### config.mk
export PLATFORM = sky130hd
export DESIGN_NAME = fifo_wr_arbiter
export DESIGN_NICKNAME = d
export VERILOG_FILES = /design/src/rtl/fifo_wr_arbiter.sv
export SDC_FILE = /design/constraint.sdc
export NUM_CORES = 1
export LEC_CHECK = 0
export CORE_MARGIN = 2
export CORE_UTILIZATION = 30
export CTS_BUF_LIST = sky130_fd_sc_hd__clkbuf_4 sky130_fd_sc_hd__clkbuf_8
export DETAILED_ROUTE_END_ITERATION = 8
export GPL_TIMING_DRIVEN = 1
export PLACE_DENSITY = 0.73
export SLEW_MARGIN = 20
export SYNTH_ARGS = -nofsm -noshare
export SYNTH_HDL_FRONTEND = slang
export SYNTH_SLANG_ARGS = --single-unit
### constraint.sdc
create_clock -name wclk -period 1.5 [get_ports wclk]
set_clock_uncertainty 0.15 [all_clocks]
set_input_delay 0.3 -clock wclk [delete_from_list [all_inputs] [get_ports wclk]]
set_output_delay 0.3 -clock wclk [all_outputs]
set_load 0.02 [all_outputs]
### src/rtl/fifo_wr_arbiter.sv
// fifo_wr_arbiter: round-robin, packet-locking arbiter sharing the FIFO write port
module fifo_wr_arbiter #(
    parameter int DATA_WIDTH = 8,
    parameter int NUM_REQ    = 4,
    parameter int MAX_BURST  = 16
) (
    input  logic                          wclk,
    input  logic                          wrst,
    input  logic [NUM_REQ-1:0]            wreq,
    input  logic [NUM_REQ-1:0]            wlast,
    input  logic [NUM_REQ*DATA_WIDTH-1:0] wdata_in,
    input  logic                          wfull,
    output logic [NUM_REQ-1:0]            wgnt,
    output logic                          wclken,
    output logic [DATA_WIDTH-1:0]         wdata,
    output logic [$clog2(NUM_REQ)-1:0]    owner,
    output logic                          busy,
    output logic                          burst_err
);
    localparam int OW = $clog2(NUM_REQ);
    localparam int CW = $clog2(MAX_BURST + 1);
    typedef enum logic {IDLE, BUSY} state_t;
    state_t        state;
    logic [OW-1:0] last_owner, pick, idx;
    logic [CW-1:0] beat_cnt;
    logic          cap;
    always_comb begin
        pick = '0;
        idx  = '0;
        // descending scan so the nearest requester after last_owner wins
        for (int k = NUM_REQ; k >= 1; k--) begin
            idx = OW'((int'(last_owner) + k) % NUM_REQ);
            if (wreq[idx]) pick = idx;
        end
    end
    assign busy   = state == BUSY;
    assign wclken = busy && wreq[owner] && !wfull;
    assign wgnt   = busy ? {{(NUM_REQ-1){1'b0}}, 1'b1} << owner : '0;
    assign wdata  = wdata_in[int'(owner)*DATA_WIDTH +: DATA_WIDTH];
    assign cap    = beat_cnt == CW'(MAX_BURST - 1);
    always_ff @(posedge wclk) begin
        if (wrst) begin
            state      <= IDLE;
            owner      <= '0;
            last_owner <= OW'(NUM_REQ - 1);
            beat_cnt   <= '0;
            burst_err  <= 1'b0;
        end else begin
            burst_err <= 1'b0;
            if (state == IDLE) begin
                if (|wreq) begin
                    owner    <= pick;
                    beat_cnt <= '0;
                    state    <= BUSY;
                end
            end else if (wclken) begin
                beat_cnt <= beat_cnt + 1'b1;
                if (wlast[owner] || cap) begin
                    last_owner <= owner;
                    state      <= IDLE;
                    burst_err  <= !wlast[owner];
                end
            end
        end
    end
endmodule

==> impl_results.html <==
<table>
<tr><th>Metric</th><th>Value</th></tr>
<tr><th colspan="2">Setup path</th></tr>
<tr><td>Largest incremental delay on the critical path</td><td>0.50 ns</td></tr>
<tr><td>Worst-case register-to-register setup slack</td><td>-0.31 ns</td></tr>
<tr><td>Critical Path, Cell by Cell</td><td>buf_6, mux4_2, buf_6</td></tr>
<tr><td>Worst path arrival time</td><td>approximately 1.4 ns</td></tr>
<tr><td>Endpoint of the worst register-to-register path</td><td>last_owner[0]$_SDFFE_PP1P_</td></tr>
<tr><td>Critical path's slowest cell</td><td>mux4_2</td></tr>
<tr><td>Number of cells on the worst reg-to-reg path</td><td>6</td></tr>
<tr><td>Total buffers and inverters traversed by the critical path</td><td>2</td></tr>
<tr><td>Startpoint type of the worst setup path</td><td>flop</td></tr>
<tr><td>CP endpoint kind</td><td>output pin</td></tr>
<tr><td>Reg-to-reg startpoint</td><td>owner[0]$_SDFFE_PP0P_</td></tr>
<tr><td>Largest fanout on the critical path</td><td>6</td></tr>
<tr><td>Critical path start-end classification</td><td>flop to output pin</td></tr>
<tr><td>Required time of the worst setup path</td><td>1.05 ns</td></tr>
<tr><td>Critical path's top delay family</td><td>multiplexers</td></tr>
<tr><td>Cell repeated most along the worst path</td><td>buf_6</td></tr>
<tr><th colspan="2">STA</th></tr>
<tr><td>Crit share post-route</td><td>124.4%</td></tr>
<tr><td>Setup repair after global routing missed its margin</td><td>yes</td></tr>
<tr><td>Top achievable clock speed</td><td>~540 MHz</td></tr>
<tr><td>Post-layout minimum cycle time</td><td>1.867 ns</td></tr>
<tr><td>Hold slack</td><td>0.3479 ns</td></tr>
<tr><td>Post-Route Setup TNS</td><td>-5.645 ns</td></tr>
<tr><td>Worst slew margin</td><td>77.59%</td></tr>
<tr><td>Setup violation total in the final timing report</td><td>22</td></tr>
<tr><td>Minimum setup slack in the final design</td><td>-0.3666 ns</td></tr>
<tr><td>Least-Margin Pin Slew</td><td>0.3353 ns</td></tr>
<tr><td>Slew Viols, Final</td><td>0</td></tr>
<tr><td>Number of failing hold endpoints at the final stage</td><td>0</td></tr>
<tr><th colspan="2">Synth</th></tr>
<tr><td>Total number of yosys warnings</td><td>0</td></tr>
<tr><td>Parity-gate share of the synthesized area counting xor and xnor cells</td><td>0%</td></tr>
<tr><td>Register bit total from synthesis</td><td>11</td></tr>
<tr><td>Sequential-to-total area share from yosys stat</td><td>24.31%</td></tr>
<tr><td>Leading post-synthesis cells by cell area</td><td>dfxtp_1 (24%), mux4_2 (20%), mux2i_1 (6.6%)</td></tr>
<tr><td>Predominant post-synthesis flop cell</td><td>dfxtp_1</td></tr>
<tr><td>Synth Area in Simple Gates</td><td>approximately a fifth</td></tr>
<tr><td>Number of enable-type register cells in the synthesized netlist</td><td>0</td></tr>
<tr><td>Dominant combinational cell family by area after synthesis</td><td>multiplexers</td></tr>
<tr><td>Proportion of synthesized area in mux cells</td><td>27.76%</td></tr>
<tr><td>Post-Synthesis Cell Area</td><td>905.9 sq um</td></tr>
<tr><td>Synth Net Count</td><td>138</td></tr>
<tr><td>Fraction of the mapped netlist area in compound gates</td><td>around 18%</td></tr>
<tr><td>Area share of the largest cell type after synthesis</td><td>between 20% and 30%</td></tr>
<tr><td>Synthesized area per cell</td><td>9.741 sq um</td></tr>
<tr><td>Post-synth ARST share</td><td>0%</td></tr>
<tr><td>Number of unique standard cell types used by synthesis</td><td>38</td></tr>
<tr><td>Fraction of the mapped netlist area in adder cells</td><td>around 2.8%</td></tr>
<tr><td>Synth area leader</td><td>dfxtp_1</td></tr>
<tr><td>Post-synthesis instance total</td><td>93</td></tr>
<tr><th colspan="2">Status</th></tr>
<tr><td>Violated checks</td><td>design-rule violations, negative setup slack</td></tr>
<tr><td>Result of the run</td><td>finished with violations</td></tr>
<tr><th colspan="2">Worst hold path</th></tr>
<tr><td>Worst min path class</td><td>flop to flop</td></tr>
<tr><td>Launch instance of the worst min-delay path</td><td>beat_cnt[4]$_SDFFE_PP0P_</td></tr>
<tr><td>Depth of the worst hold-timing path</td><td>2</td></tr>
<tr><td>End point of the most critical hold path</td><td>beat_cnt[4]$_SDFFE_PP0P_</td></tr>
<tr><th colspan="2">CTS</th></tr>
<tr><td>Maximum number of buffers from clock root to sink</td><td>2</td></tr>
<tr><td>Clock root buffer</td><td>clkbuf_4</td></tr>
<tr><td>Count of hold-fix buffers inserted at cts</td><td>0</td></tr>
<tr><td>Insertion delay of the later-clocked pin in the worst-skew pair</td><td>0.27 ns</td></tr>
<tr><td>Clock-pin slew on the worst setup and hold paths</td><td>0.06 ns</td></tr>
<tr><td>Clock H-tree levels</td><td>1</td></tr>
<tr><td>Num CTS Buffers</td><td>3</td></tr>
<tr><td>Clock tree sinks</td><td>11</td></tr>
<tr><td>CTS tree</td><td>built</td></tr>
<tr><th colspan="2">Cells and area</th></tr>
<tr><td>Relative area change from synthesis to final layout</td><td>102.9%</td></tr>
<tr><td>Final-layout fill cell count</td><td>222</td></tr>
<tr><td>Inserted Diodes</td><td>0</td></tr>
<tr><td>Leading cell types in the layout, fill and taps excluded</td><td>clkdlybuf4s50_1 (38), buf_4 (21), buf_6 (19)</td></tr>
<tr><td>Commonest non-fill, non-tap cell in the layout</td><td>clkdlybuf4s50_1</td></tr>
<tr><td>Layout net count</td><td>224</td></tr>
<tr><td>Layout cells sized above 1</td><td>42.13%</td></tr>
<tr><td>Final core area utilization</td><td>between 60% and 70%</td></tr>
<tr><td>Final design area excluding fillers</td><td>0.001838 sq mm</td></tr>
<tr><td>Final cell count without fillers</td><td>209</td></tr>
<tr><th colspan="2">Floorplan</th></tr>
<tr><td>Chip Width</td><td>between 50 and 60 um</td></tr>
<tr><td>Total die area</td><td>around 0.0035 sq mm</td></tr>
<tr><td>Core box area</td><td>0.002805 sq mm</td></tr>
<tr><td>Die span in y</td><td>58.95 um</td></tr>
<tr><td>Standard-cell row count</td><td>19</td></tr>
<tr><td>Starting utilization of the core area</td><td>~32%</td></tr>
<tr><td>I/O pin count</td><td>60</td></tr>
<tr><th colspan="2">Place</th></tr>
<tr><td>Final RePlAce weighted congestion</td><td>0.7877</td></tr>
<tr><td>Number of buffer cells added on primary ports</td><td>59</td></tr>
<tr><td>DP Wirelength</td><td>2406 um</td></tr>
<tr><td>Post-placement cell area</td><td>0.001682 sq mm</td></tr>
<tr><td>Dpl cells</td><td>200</td></tr>
<tr><th colspan="2">Routing</th></tr>
<tr><td>Detailed-route via count</td><td>1108</td></tr>
<tr><td>Starting DRC count in detailed routing</td><td>58</td></tr>
<tr><td>WL per Instance</td><td>approximately 15 um</td></tr>
<tr><td>Final antenna-violating net count</td><td>0</td></tr>
<tr><td>Remaining routing DRC violations</td><td>10</td></tr>
<tr><td>Average via count per standard cell</td><td>5.301</td></tr>
<tr><td>First-pass iteration count of the detailed router</td><td>6</td></tr>
<tr><td>Wirelength, routed</td><td>3111 um</td></tr>
<tr><th colspan="2">GRT</th></tr>
<tr><td>First-pass GRT wire length</td><td>4609 um</td></tr>
<tr><td>Overall Global Routing Usage</td><td>17.10%</td></tr>
<tr><td>Global route overflow</td><td>0</td></tr>
<tr><td>Maximum number of pins on one net before global-route repair</td><td>15</td></tr>
<tr><td>Vias in the first global route</td><td>1049</td></tr>
<tr><td>Initial antenna violation count</td><td>0</td></tr>
<tr><th colspan="2">Pwr</th></tr>
<tr><td>Maximum vdd drop</td><td>0.4169 mV</td></tr>
<tr><td>Leak</td><td>0.7783 nW</td></tr>
<tr><td>P per Cell Area</td><td>708.7 mW/mm^2</td></tr>
<tr><th colspan="2">Run</th></tr>
<tr><td>Count of max-cap constraint violations</td><td>0</td></tr>
</table>
[synth_stat cells, types with 2 or more instances]
cell type / number
a21oi_1: 5
and3_1: 3
clkbuf_1: 3
dfxtp_1: 11
ha_1: 2
inv_1: 5
mux2i_1: 6
mux4_2: 8
nand2_1: 4
nand2b_1: 3
nand3_1: 4
nand3b_1: 2
nor2_1: 10
nor4_1: 2
o21ai_0: 2
[cells by family (layout without fill, tap and decap cells)]
family                   count (synthesis)  after routing
buffers and inverters                   12             97
AND/OR/NAND/NOR                         34             34
adder cells (fa/ha/maj)                  2              2
multiplexers                            15             15
AO/OA/AOI/OAI                           19             19
flip-flops                              11             11
[layout make-up]
type	instances	area, sq um	share of cell area [%]
clock buffer	4	30.03	1.634
sequential	11	229.0	12.46
inverter	6	27.53	1.498
multi-input combinational	70	678.2	36.90
timing repair buffer	87	834.6	45.41
tap	31	38.79	2.110
[flip-flops by register name, indices dropped and copies added (netlist names)]
signal and cells:
last_owner 2, busy 1, burst_err 1, beat_cnt 5, owner 2
[metrics by stage]
step | worst slack (ns) | total power, mW
after floorplan | -0.1928 | 0.6781
after global placement | -0.7830 | 0.9929
after detailed placement | -0.8106 | 1.005
after CTS | -0.3623 | 1.303
after global routing | -0.4112 | 1.369
final | -0.3666 | 1.303
[power by group]
part | switching, mW | internal, mW | total [mW] | leakage (nW)
sequential | 0.0203 | 0.313 | 0.333 | 0.0910
clock | 0.0951 | 0.121 | 0.216 | 0.0184
combinational | 0.312 | 0.441 | 0.753 | 0.669
total | 0.427 | 0.875 | 1.30 | 0.778
[repair_timing]
item,CTS,global route
setup endpoints to repair,28,26
gates cloned,0,0
setup buffers,4,1
pin swaps,9,5
resized for setup,105,9
[worst max-delay path by stage]
stage,from,end,slack (ns),cells past startpoint
global placement,wreq[1],wclken,-0.78,5
floorplan,owner[1]$_SDFFE_PP0P_,burst_err$_SDFF_PP0_,-0.19,6
finish,owner[0]$_SDFFE_PP0P_,wdata[7],-0.37,3
global route,beat_cnt[0]$_SDFFE_PP0P_,burst_err$_SDFF_PP0_,-0.41,6
CTS,owner[0]$_SDFFE_PP0P_,wdata[2],-0.36,3
detailed placement,wreq[1],wclken,-0.81,5
[worst min-delay path, delay by kind of cell, from the launching register on]
kind	cells	cell delay [ns]
flops	1	0.32
compound gates	1	0.06
simple gates	1	0.08
[layer usage]
metal	up-vias	wire [um]	global-route usage, %
met5	-	0	0
met4	0	38	4.870
met3	4	341	2.418
met2	56	1508	32.54
met1	525	1223	19.54
li1	523	-	-
Power figures use the tool's default switching activity.
